===== src/rtl/flag_pacer.sv =====
`default_nettype none
// +--------------------------------------------------------------------------+
// | flag_pacer                                                               |
// | Paces bursty event requests into single-cycle flag pulses spaced at      |
// | least GAP cycles apart, with a saturating backlog and sticky overflow.   |
// | Revision: 1.0                                                            |
// +--------------------------------------------------------------------------+
module flag_pacer #(
  parameter int CNT_W = 8,
  parameter int GAP   = 4
) (
  input  logic             clkA,
  input  logic             rst_clkA,
  input  logic             EventIn_clkA,
  output logic             FlagOut_clkA,
  output logic [CNT_W-1:0] Pending_clkA,
  output logic             Busy_clkA,
  output logic             Overflow_clkA,
  input  logic             OverflowClr_clkA
);

  localparam logic [CNT_W-1:0] c_CNT_MAX    = '1;
  localparam logic [7:0]       c_GAP_RELOAD = 8'(GAP - 2);

  typedef enum logic [0:0] {
    IDLE = 1'b0,
    HOLD = 1'b1
  } state_t;

  state_t           r_state;
  logic [7:0]       r_gcnt;
  logic [CNT_W-1:0] r_cnt;
  logic             r_flag;
  logic             r_ovf;

  logic w_emit;
  logic w_full;
  logic w_drop;

  assign w_emit = (r_state == IDLE) && ((r_cnt != '0) || EventIn_clkA);
  assign w_full = (r_cnt == c_CNT_MAX);
  // An event arriving on an emit edge is issued (or replaces the one issued), never counted.
  assign w_drop = EventIn_clkA && !w_emit && w_full;

  always_ff @(posedge clkA) begin
    if (rst_clkA) begin
      r_state <= IDLE;
      r_gcnt  <= 8'd0;
      r_cnt   <= '0;
      r_flag  <= 1'b0;
      r_ovf   <= 1'b0;
    end else begin
      r_flag <= w_emit;

      if (w_emit) begin
        r_state <= HOLD;
        r_gcnt  <= c_GAP_RELOAD;
      end else if (r_state == HOLD) begin
        if (r_gcnt == 8'd0) begin
          r_state <= IDLE;
        end else begin
          r_gcnt <= r_gcnt - 8'd1;
        end
      end

      if (EventIn_clkA && !w_emit && !w_full) begin
        r_cnt <= r_cnt + 1'b1;
      end else if (!EventIn_clkA && w_emit) begin
        r_cnt <= r_cnt - 1'b1;
      end

      if (w_drop) begin
        r_ovf <= 1'b1;
      end else if (OverflowClr_clkA) begin
        r_ovf <= 1'b0;
      end
    end
  end

  assign FlagOut_clkA  = r_flag;
  assign Pending_clkA  = r_cnt;
  assign Overflow_clkA = r_ovf;
  assign Busy_clkA     = (r_cnt != '0) || (r_state != IDLE);

endmodule
`default_nettype wire


===== config.mk =====
export PLATFORM = sky130hd
export DESIGN_NAME = flag_pacer
export DESIGN_NICKNAME = d
export VERILOG_FILES = /design/src/rtl/flag_pacer.sv
export SDC_FILE = /design/constraint.sdc
export NUM_CORES = 1
export LEC_CHECK = 0
export ABC_AREA = 0
export CORE_UTILIZATION = 35
export DETAILED_ROUTE_END_ITERATION = 6
export GPL_TIMING_DRIVEN = 0
export HOLD_SLACK_MARGIN = 0.12
export MAX_ROUTING_LAYER = met4
export PLACE_DENSITY = 0.6
export SETUP_SLACK_MARGIN = 0.3
export SYNTH_ARGS = -nofsm -noshare
export SYNTH_HDL_FRONTEND = slang
export SYNTH_SLANG_ARGS = --single-unit

===== constraint.sdc =====
create_clock -name clkA -period 2.92 [get_ports clkA]
set_clock_uncertainty 0.2 [all_clocks]
set_input_delay 0.292 -clock clkA [delete_from_list [all_inputs] [get_ports clkA]]
set_output_delay 0.292 -clock clkA [all_outputs]
set_load 0.02 [all_outputs]

==> results of run 1 <==
## flip-flops by register name, summed over array words and instances (netlist names)
register       count
r_state            1
Overflow_clkA      1
r_gcnt             8
Pending_clkA       8
FlagOut_clkA       1
## layer usage
metal,vias to the layer above,wire [µm],share of wire,track usage
met5,-,0,0,-
li1,584,-,-,-
met4,0,23,0.0074,0.03896
met1,568,1425,0.46,0.2137
met3,4,140,0.045,0.04051
met2,26,1520,0.49,0.2826
## cell usage in the layout (no fill, tap or decap), types with 5 or more instances in the layout
cell             synthesis  layout
a21oi_1                 13      13
buf_4                    1      16
clkdlybuf4s50_1          0      12
dfxtp_1                 19      10
dfxtp_4                  0       8
ha_1                     7       6
inv_1                    6       6
nand3_1                  5       5
nor2_1                  12      12
nor3_1                   6       6
## how the worst max path moves through the flow
stage	startpoint	endpoint	slack [ns]	depth (start not counted)
after CTS	Pending_clkA[0]	Pending_clkA[7]	0.33	9
after floorplan	Pending_clkA[1]	Pending_clkA[6]	0.30	8
after global routing	r_state	Pending_clkA[6]	0.29	9
after global placement	EventIn_clkA	Pending_clkA[6]	-0.31	9
after detailed placement	EventIn_clkA	Pending_clkA[6]	-0.28	9
final	r_state	Pending_clkA[6]	0.40	9
## stage by stage
step | power [W] | setup TNS [ns] | utilization
after floorplan | 0.001195 | 0 | -
after global placement | 0.001472 | -0.6211 | 0.4381
after detailed placement | 0.001491 | -0.6518 | 0.4381
after CTS | 0.001706 | 0 | 0.4560
after global routing | 0.002049 | 0 | 0.5139
final | 0.001911 | 0 | 0.5139
## critical path, stage by stage (launching register included)
cell and delay (ns):
dfxtp_2 0.33, buf_6 0.11, nand2_4 0.05, o21ba_4 0.28, clkinv_8 0.08, fa_2 0.41
a211o_1 0.33, a2111oi_4 0.36, o32ai_1 0.12, a21oi_1 0.16
## Yosys cell counts, types with 2 or more instances
library cell  number
ha_1               7
mux2i_1            2
nand4b_1           2
nand3_1            5
a21oi_1           13
a221o_1            2
inv_1              6
nor2_1            12
a211o_1            3
nand4_1            3
o211ai_1           2
clkbuf_1           2
nor4_2             2
dfxtp_1           19
xor2_1             2
nand3b_1           2
xnor2_1            2
a211oi_1           3
o21ai_0            3
nor2b_1            4
a21o_1             2
nand2_1            4
a21boi_0           2
nor3_1             6
o31ai_1            2
## where the power goes
group / leakage, nW / total (W) / switching [W] / internal, W
clock: 0.0150 / 0.000133 / 0.0000796 / 0.0000532
sequential: 0.161 / 0.000452 / 0.0000877 / 0.000364
combinational: 0.439 / 0.00133 / 0.000685 / 0.000642
total: 0.615 / 0.00191 / 0.000852 / 0.00106
## cell type report
| type | count | area share |
|---|---|---|
| Timing Repair Buffer | 30 | 0.1568 |
| Tap cell | 44 | 0.03398 |
| Inverter | 7 | 0.02394 |
| Sequential cell | 19 | 0.2541 |
| Multi-Input combinational cell | 104 | 0.4934 |
| Buffer | 5 | 0.02162 |
| Clock buffer | 4 | 0.01622 |
## logic make-up after synthesis
kind of cell             Yosys count
XOR/XNOR                           4
flip-flops                        19
buffers and inverters             12
adder cells (fa/ha/maj)            8
AO/OA/AOI/OAI                     43
AND/OR/NAND/NOR                   47
multiplexers                       2
## timing repair
action                                 in CTS  in global routing
endpoints found under the hold margin       0                  0
setup endpoints to repair                   3                  3
setup buffers                               1                 16
resized for setup                           8                 23
pin swaps                                   1                  6
gates cloned                                0                  0
==> results.json, run 1 <==
{
  "die-area_mm2": 0.003652,
  "hold_buffers": 0,
  "wl_um": 3109,
  "finalNetCount": 182,
  "synthTopCellsByArea": "dfxtp_1 32%, ha_1 7.3%, a21oi_1 5.4%",
  "synth_adder_area_share": 0.09005,
  "drtIter0Drc": 31,
  "numPortBuffers": 13,
  "wl_per_cell_um": 14.60,
  "holdPathStages": 2,
  "hold-path-endpoint": "FlagOut_clkA",
  "synth_top_family_by_area": "compound AO/OA/AOI/OAI gates",
  "grt_pass1_wl_um": 4554,
  "syn_area_per_cell_um2": 8.851,
  "rows": 20,
  "place_congestion": 0.7858,
  "n_fill_cell": 299,
  "r2r-end": "Pending_clkA[6]",
  "drv_cap": 0,
  "yosys.area_share.simple": 0.2419,
  "overflow": 0,
  "crit_type": "reg -> reg",
  "slew_headroom": 0.4620,
  "p_per_area_mw_per_mm2": 1180,
  "timing.fmax_ghz": 0.3966,
  "synth.top_cell.area_share": 0.3183,
  "setup_viol": 0,
  "syn-cell-area_mm2": 0.001195,
  "status": "finished, final reports clean",
  "antenna_left": 0,
  "async_flop_share": 0,
  "dpl.cell_count": 192,
  "synth_xor_xnor_area_share": 0.02932,
  "num_vias": 1182,
  "ir_drop_mv": 0.6119,
  "cts_tree": "done",
  "finalNonFillerCells": 213,
  "syn-num-nets": 147,
  "dr.pass1.iters": 5,
  "post-route-drc-count": 0,
  "final_cell_area_mm2": 0.001620,
  "synth_mux_area_frac": 0.01675,
  "pin_count": 15,
  "hp-start": "rst_clkA",
  "diodes": 0,
  "synth_edf_count": 0,
  "dp_worst_setup_slack_ns": -0.2831,
  "hold_class": "in -> reg",
  "grt_start_max_net_pins": 17,
  "postSynthCellCount": 135,
  "die_w_um": 60.43,
  "clk_path_buf_depth": 2,
  "period_needed_ns": 2.522,
  "rrSetupSlack_ns": 0.40,
  "multiInputGateArea_um2": 799.5,
  "dp_hpwl_um": 2050,
  "synth_compound_area_frac": 0.2555,
  "regToRegStartpoint": "r_state",
  "cp.required_ns": 2.94,
  "synth-seq-area-share": 0.3183,
  "cts-root-buf": "clkbuf_4",
  "cp-start-kind": "flip-flop",
  "area_growth_pct": 35.60,
  "p_leak_nw": 0.6152,
  "cts_sinks": 19,
  "core-area_mm2": 0.003153,
  "post-route-worst-setup-slack_ns": 0.3982,
  "yosys.cell_types.count": 48,
  "antenna_found_initial": 0,
  "vias_per_cell": 5.549,
  "cp.arrival_ns": 2.54,
  "hold_slack_ns": 0.1347,
  "path_clk_slew_ns": 0.10,
  "clk_latency_ns": 0.30,
  "synth_flop_cell": "dfxtp_1",
  "drive_gt1_frac": 0.2544,
  "rsz0062_at_grt": "no",
  "finalCritPeriodShare": 0.8636,
  "reg2reg_depth": 9,
  "cts_buffers": 3,
  "synth-seq-cells": 19,
  "start_util": 0.3790,
  "hold_violations": 0,
  "ff_latch_area_um2": 411.6,
  "final_max_slew_viol_count": 0,
  "crit_path_max_fanout": 8,
  "placed_cell_area_mm2": 0.001381,
  "cp-end-kind": "flip-flop",
  "htree_levels": 1,
  "synth_top_area_cell": "dfxtp_1",
  "grt_usage": 0.1720,
  "die_y_um": 60.43,
  "grt_pass1_vias": 978,
  "ys_warn_count": 0,
  "worst_pin_slew_ns": 0.8022
}
Power figures use the tool's default switching activity.
==> run 2, diff against run 1 <==
REMOVE_ABC_BUFFERS = 1   (was unset)
==> run 2 against run 1 <==
Compared with the run above:
- via count is 8.1% lower
- utilization down 5.5 points
- final cell count shrank 8.9%
==> results.json, run 2 (synthesis results as in run 1) <==
{
  "status": "finished, final reports clean",
  "tns_ns": 0,
  "final_max_slew_viol_count": 0,
  "clk_path_buf_depth": 2,
  "finalNonFillerCells": 194,
  "n_fill_cell": 333,
  "cp.arrival_ns": 2.56,
  "dpl.cell_count": 188,
  "startpoint": "Pending_clkA[4]",
  "clk_latency_ns": 0.29,
  "place_congestion": 0.7656,
  "hold_violations": 0,
  "net-switching-power_w": 0.0007777,
  "rrSetupSlack_ns": 0.37,
  "p_seq_frac": 0.276,
  "core-area_mm2": 0.003153,
  "cts_buffers": 3,
  "power_w": 0.001695,
  "cp-start-kind": "flip-flop",
  "cp.required_ns": 2.93,
  "die-area_mm2": 0.003652,
  "period_needed_ns": 2.552,
  "reg2reg_depth": 8,
  "dp_hpwl_um": 2004,
  "slew_headroom": 0.4648,
  "drtIter0Drc": 61,
  "crit_path_max_fanout": 16,
  "numPortBuffers": 14,
  "num_vias": 1086,
  "finalNetCount": 163,
  "hold_class": "in -> reg",
  "rows": 20,
  "antenna_found_initial": 0,
  "regToRegStartpoint": "Pending_clkA[4]",
  "grt_pass1_wl_um": 4540,
  "clkPwrFrac": 0.077,
  "area_growth_pct": 21.05,
  "swShare": 0.4588,
  "layout_common_cells": "13 x a21oi_1, 13 x clkdlybuf4s50_1, 12 x nor2_1",
  "wl_per_cell_um": 13.84,
  "timing.fmax_ghz": 0.3919,
  "overflow": 0,
  "p_leak_nw": 0.5277,
  "finalCritPeriodShare": 0.8738,
  "multiInputGateArea_um2": 779.5,
  "drv_cap": 0,
  "htree_levels": 1,
  "r2r-end": "Pending_clkA[6]",
  "cp-end-kind": "flip-flop",
  "ir_drop_mv": 0.5273,
  "vias_per_cell": 5.598,
  "ff_latch_area_um2": 395.4,
  "pwr-share-comb": 0.647,
  "die_y_um": 60.43,
  "hold_buffers": 0,
  "crit_type": "reg -> reg",
  "hp-start": "EventIn_clkA",
  "antenna_left": 0,
  "worst_pin_slew_ns": 0.7979,
  "setup_viol": 0,
  "drive_gt1_frac": 0.1600,
  "start_util": 0.3790,
  "path_clk_slew_ns": 0.10,
  "wl_um": 2685,
  "grt_pass1_vias": 1023,
  "hold-path-endpoint": "FlagOut_clkA",
  "dr.pass1.iters": 5,
  "diodes": 0,
  "post-route-drc-count": 0,
  "cts_sinks": 19,
  "p_int_w": 0.0009173,
  "grt_start_max_net_pins": 18,
  "pin_count": 15,
  "holdPathStages": 4,
  "grt_usage": 0.1691,
  "rsz0062_at_grt": "no",
  "cts-root-buf": "clkbuf_4",
  "die_w_um": 60.43,
  "cts_tree": "done",
  "p_per_area_mw_per_mm2": 1172
}
-- run 2: power by group through the flow --
stage	registers [W]	clock network [W]	logic, W
floorplan	0.000491	0	0.000675
global placement	0.000449	0	0.000992
detailed placement	0.000453	0	0.00101
CTS	0.000457	0.000139	0.00106
global route	0.000479	0.000152	0.00121
finish	0.000467	0.000131	0.00110
-- run 2: cell type report --
cell class	count	share of cell area
multi-input cells	104	0.5389
clock buffers	3	0.01557
flip-flops and latches	19	0.2734
repair buffers	16	0.1090
inverters	7	0.02163
clock inverters	1	0.003460
well taps	44	0.03806
-- run 2: per-stage QoR --
stage	cell area, µm²	hold WS, ns	util	setup slack, ns
finish	1446	0.3038	0.4587	0.3684
global route	1446	0.3322	0.4587	0.3039
CTS	1423	0.3220	0.4512	0.2951
detailed placement	1359	0.3047	0.4310	-0.3396
global placement	1359	0.2743	0.4310	-0.3029
floorplan	1164	0.1611	-	0.2721
-- run 2: worst max-delay path by stage --
stage,end,slack (ns),depth (start not counted)
3_3_place_gp,Pending_clkA[6],-0.30,9
5_1_grt,Pending_clkA[6],0.30,8
4_1_cts,Pending_clkA[7],0.30,8
3_5_place_dp,Pending_clkA[6],-0.34,9
6_report,Pending_clkA[6],0.37,8
2_1_floorplan,Pending_clkA[6],0.27,8
-- run 2: timing repair --
| action | CTS | global route |
|---|---|---|
| pin swaps | 1 | 1 |
| endpoints found under the setup margin | 4 | 2 |
| setup buffers | 1 | 1 |
| gates resized for setup | 10 | 9 |
-- run 2: critical path: stages (launching register included) --
cell and delay, ns:
dfxtp_1 0.45, nand4_1 0.17, o21ba_4 0.25, inv_6 0.12, ha_2 0.32, a211o_1 0.31
a2111oi_2 0.32, o32ai_1 0.14, a21oi_1 0.18
-- run 2: metal layers --
metal | vias to the layer above | wire length, µm | track usage
met5 | - | 0 | -
met4 | 0 | 10 | 0.01948
met3 | 2 | 67 | 0.04264
met2 | 8 | 1294 | 0.2841
met1 | 530 | 1312 | 0.2109
li1 | 546 | - | -
==> run 3, diff against run 2 <==
CTS_BUF_LIST = sky130_fd_sc_hd__clkbuf_16   (was unset)
PLACE_DENSITY = 0.53   (was 0.6)
==> run 3 against run 2 <==
Compared with the run above:
- final cell count increased by 0.52%
- worst hold slack got worse by 0.011 ns
- largest power group unchanged
- via count up 0.37%
- count of clock-buffer cells in the layout is the same
- critical path type unchanged
- power increased by 14%
==> results.json, run 3 (synthesis results as in run 1) <==
{
  "rsz0062_at_grt": "yes",
  "antenna_left": 0,
  "p_per_area_mw_per_mm2": 1259,
  "rrSetupSlack_ns": 0.39,
  "grt_start_max_net_pins": 18,
  "cp.arrival_ns": 2.50,
  "drv_cap": 0,
  "die_y_um": 60.43,
  "place_congestion": 0.7997,
  "cts_tree": "done",
  "swShare": 0.4307,
  "num_vias": 1090,
  "setup_viol": 0,
  "net-switching-power_w": 0.0008357,
  "holdPathStages": 2,
  "htree_levels": 1,
  "overflow": 0,
  "finalCritPeriodShare": 0.8678,
  "clk_latency_ns": 0.24,
  "dr.pass1.iters": 4,
  "die_w_um": 60.43,
  "core-area_mm2": 0.003153,
  "crit_type": "reg -> reg",
  "path_clk_slew_ns": 0.05,
  "dp_worst_setup_slack_ns": -0.2921,
  "antenna_found_initial": 0,
  "grt_usage": 0.1712,
  "p_seq_frac": 0.246,
  "diodes": 0,
  "clk_path_buf_depth": 2,
  "cts-root-buf": "clkbuf_16",
  "slew_headroom": 0.3624,
  "cp-end-kind": "flip-flop",
  "cts_buffers": 3,
  "pwr-share-comb": 0.612,
  "drtIter0Drc": 34,
  "wl_per_cell_um": 14.78,
  "area_growth_pct": 29.01,
  "cts_sinks": 19,
  "clkPwrFrac": 0.142,
  "vias_per_cell": 5.590,
  "tns_ns": 0,
  "start_util": 0.3790,
  "worst_pin_slew_ns": 0.9506,
  "grt_pass1_wl_um": 4567,
  "ir_drop_mv": 0.6433,
  "timing.fmax_ghz": 0.3946,
  "hold_class": "reg -> reg",
  "wl_um": 2882,
  "crit_path_max_fanout": 16,
  "die-area_mm2": 0.003652,
  "cp-start-kind": "flip-flop",
  "status": "finished, final reports clean",
  "dp_hpwl_um": 2027,
  "final_max_slew_viol_count": 0,
  "grt_pass1_vias": 1014,
  "rows": 20,
  "reg2reg_depth": 8,
  "post-route-drc-count": 0,
  "pin_count": 15,
  "hold_violations": 0,
  "p_leak_nw": 0.5635,
  "cp.required_ns": 2.88,
  "p_int_w": 0.001105,
  "finalNetCount": 164,
  "period_needed_ns": 2.534,
  "drive_gt1_frac": 0.1722,
  "numPortBuffers": 14,
  "layout_common_cells": "13 x a21oi_1, 13 x clkdlybuf4s50_1, 12 x nor2_1",
  "hold_buffers": 0,
  "post-route-worst-setup-slack_ns": 0.3860
}
run 3: cell types whose count changed in the layout (fill, tap and decap cells not counted), sizes merged:
cell / before / now
inv: 7 / 8
clkinv: 1 / 0
buf: 2 / 3
run 3: stage by stage:
step | hold WS [ns] | std cells | power (W) | instance area [µm²] | util
global placement | 0.2668 | 188 | 0.001454 | 1359 | 0.4310
detailed placement | 0.2899 | 188 | 0.001472 | 1359 | 0.4310
global route | 0.3361 | 195 | 0.002085 | 1541 | 0.4889
floorplan | 0.1611 | 130 | 0.001166 | 1164 | -
CTS | 0.3016 | 193 | 0.001830 | 1484 | 0.4706
finish | 0.2929 | 195 | 0.001940 | 1541 | 0.4889
run 3: layout make-up:
class | instances | area, µm²
repair buffers | 17 | 165.2
inverters | 7 | 31.28
fillers | 317 | 1612
clock buffers | 3 | 75.07
clock inverters | 1 | 3.754
multi-input cells | 104 | 809.5
flip-flops and latches | 19 | 401.6
well taps | 44 | 55.05
run 3: worst max-delay path: stages (launching register included):
cell and delay (ns):
dfxtp_4 0.39, nand2_1 0.10, o21ba_4 0.26, inv_6 0.07, fa_2 0.38, a211o_1 0.38, a2111oi_4 0.38, o32ai_2 0.12
a21oi_1 0.16
run 3: routing by layer:
metal / global-route usage / routed length [µm] / share of wire / up-vias
met2: 0.2496 / 1208 / 0.42 / 19
met1: 0.2510 / 1573 / 0.55 / 523
met3: 0.008529 / 72 / 0.025 / 2
met5: - / 0 / 0 / -
met4: 0.05844 / 27 / 0.0094 / 0
li1: - / - / - / 546
run 3: power groups by stage:
stage                     Clock (W)  Sequential, W  Combinational (W)
after global routing       0.000298       0.000494            0.00129
after CTS                  0.000281       0.000463            0.00109
after detailed placement          0       0.000457            0.00101
final                      0.000275       0.000478            0.00119
after floorplan                   0       0.000491           0.000675
after global placement            0       0.000455           0.000999
run 3: final timing paths:
kind | to | startpoint
worst min register to register | Overflow_clkA | Overflow_clkA
worst min-delay path | Overflow_clkA | Overflow_clkA
worst max-delay path | Pending_clkA[6] | r_state
worst max register to register | Pending_clkA[6] | r_state
run 3: repair_timing:
item	in CTS	in global routing
setup buffers	1	2
setup endpoints to repair	4	2
pin swaps	2	7
gates resized for setup	10	14
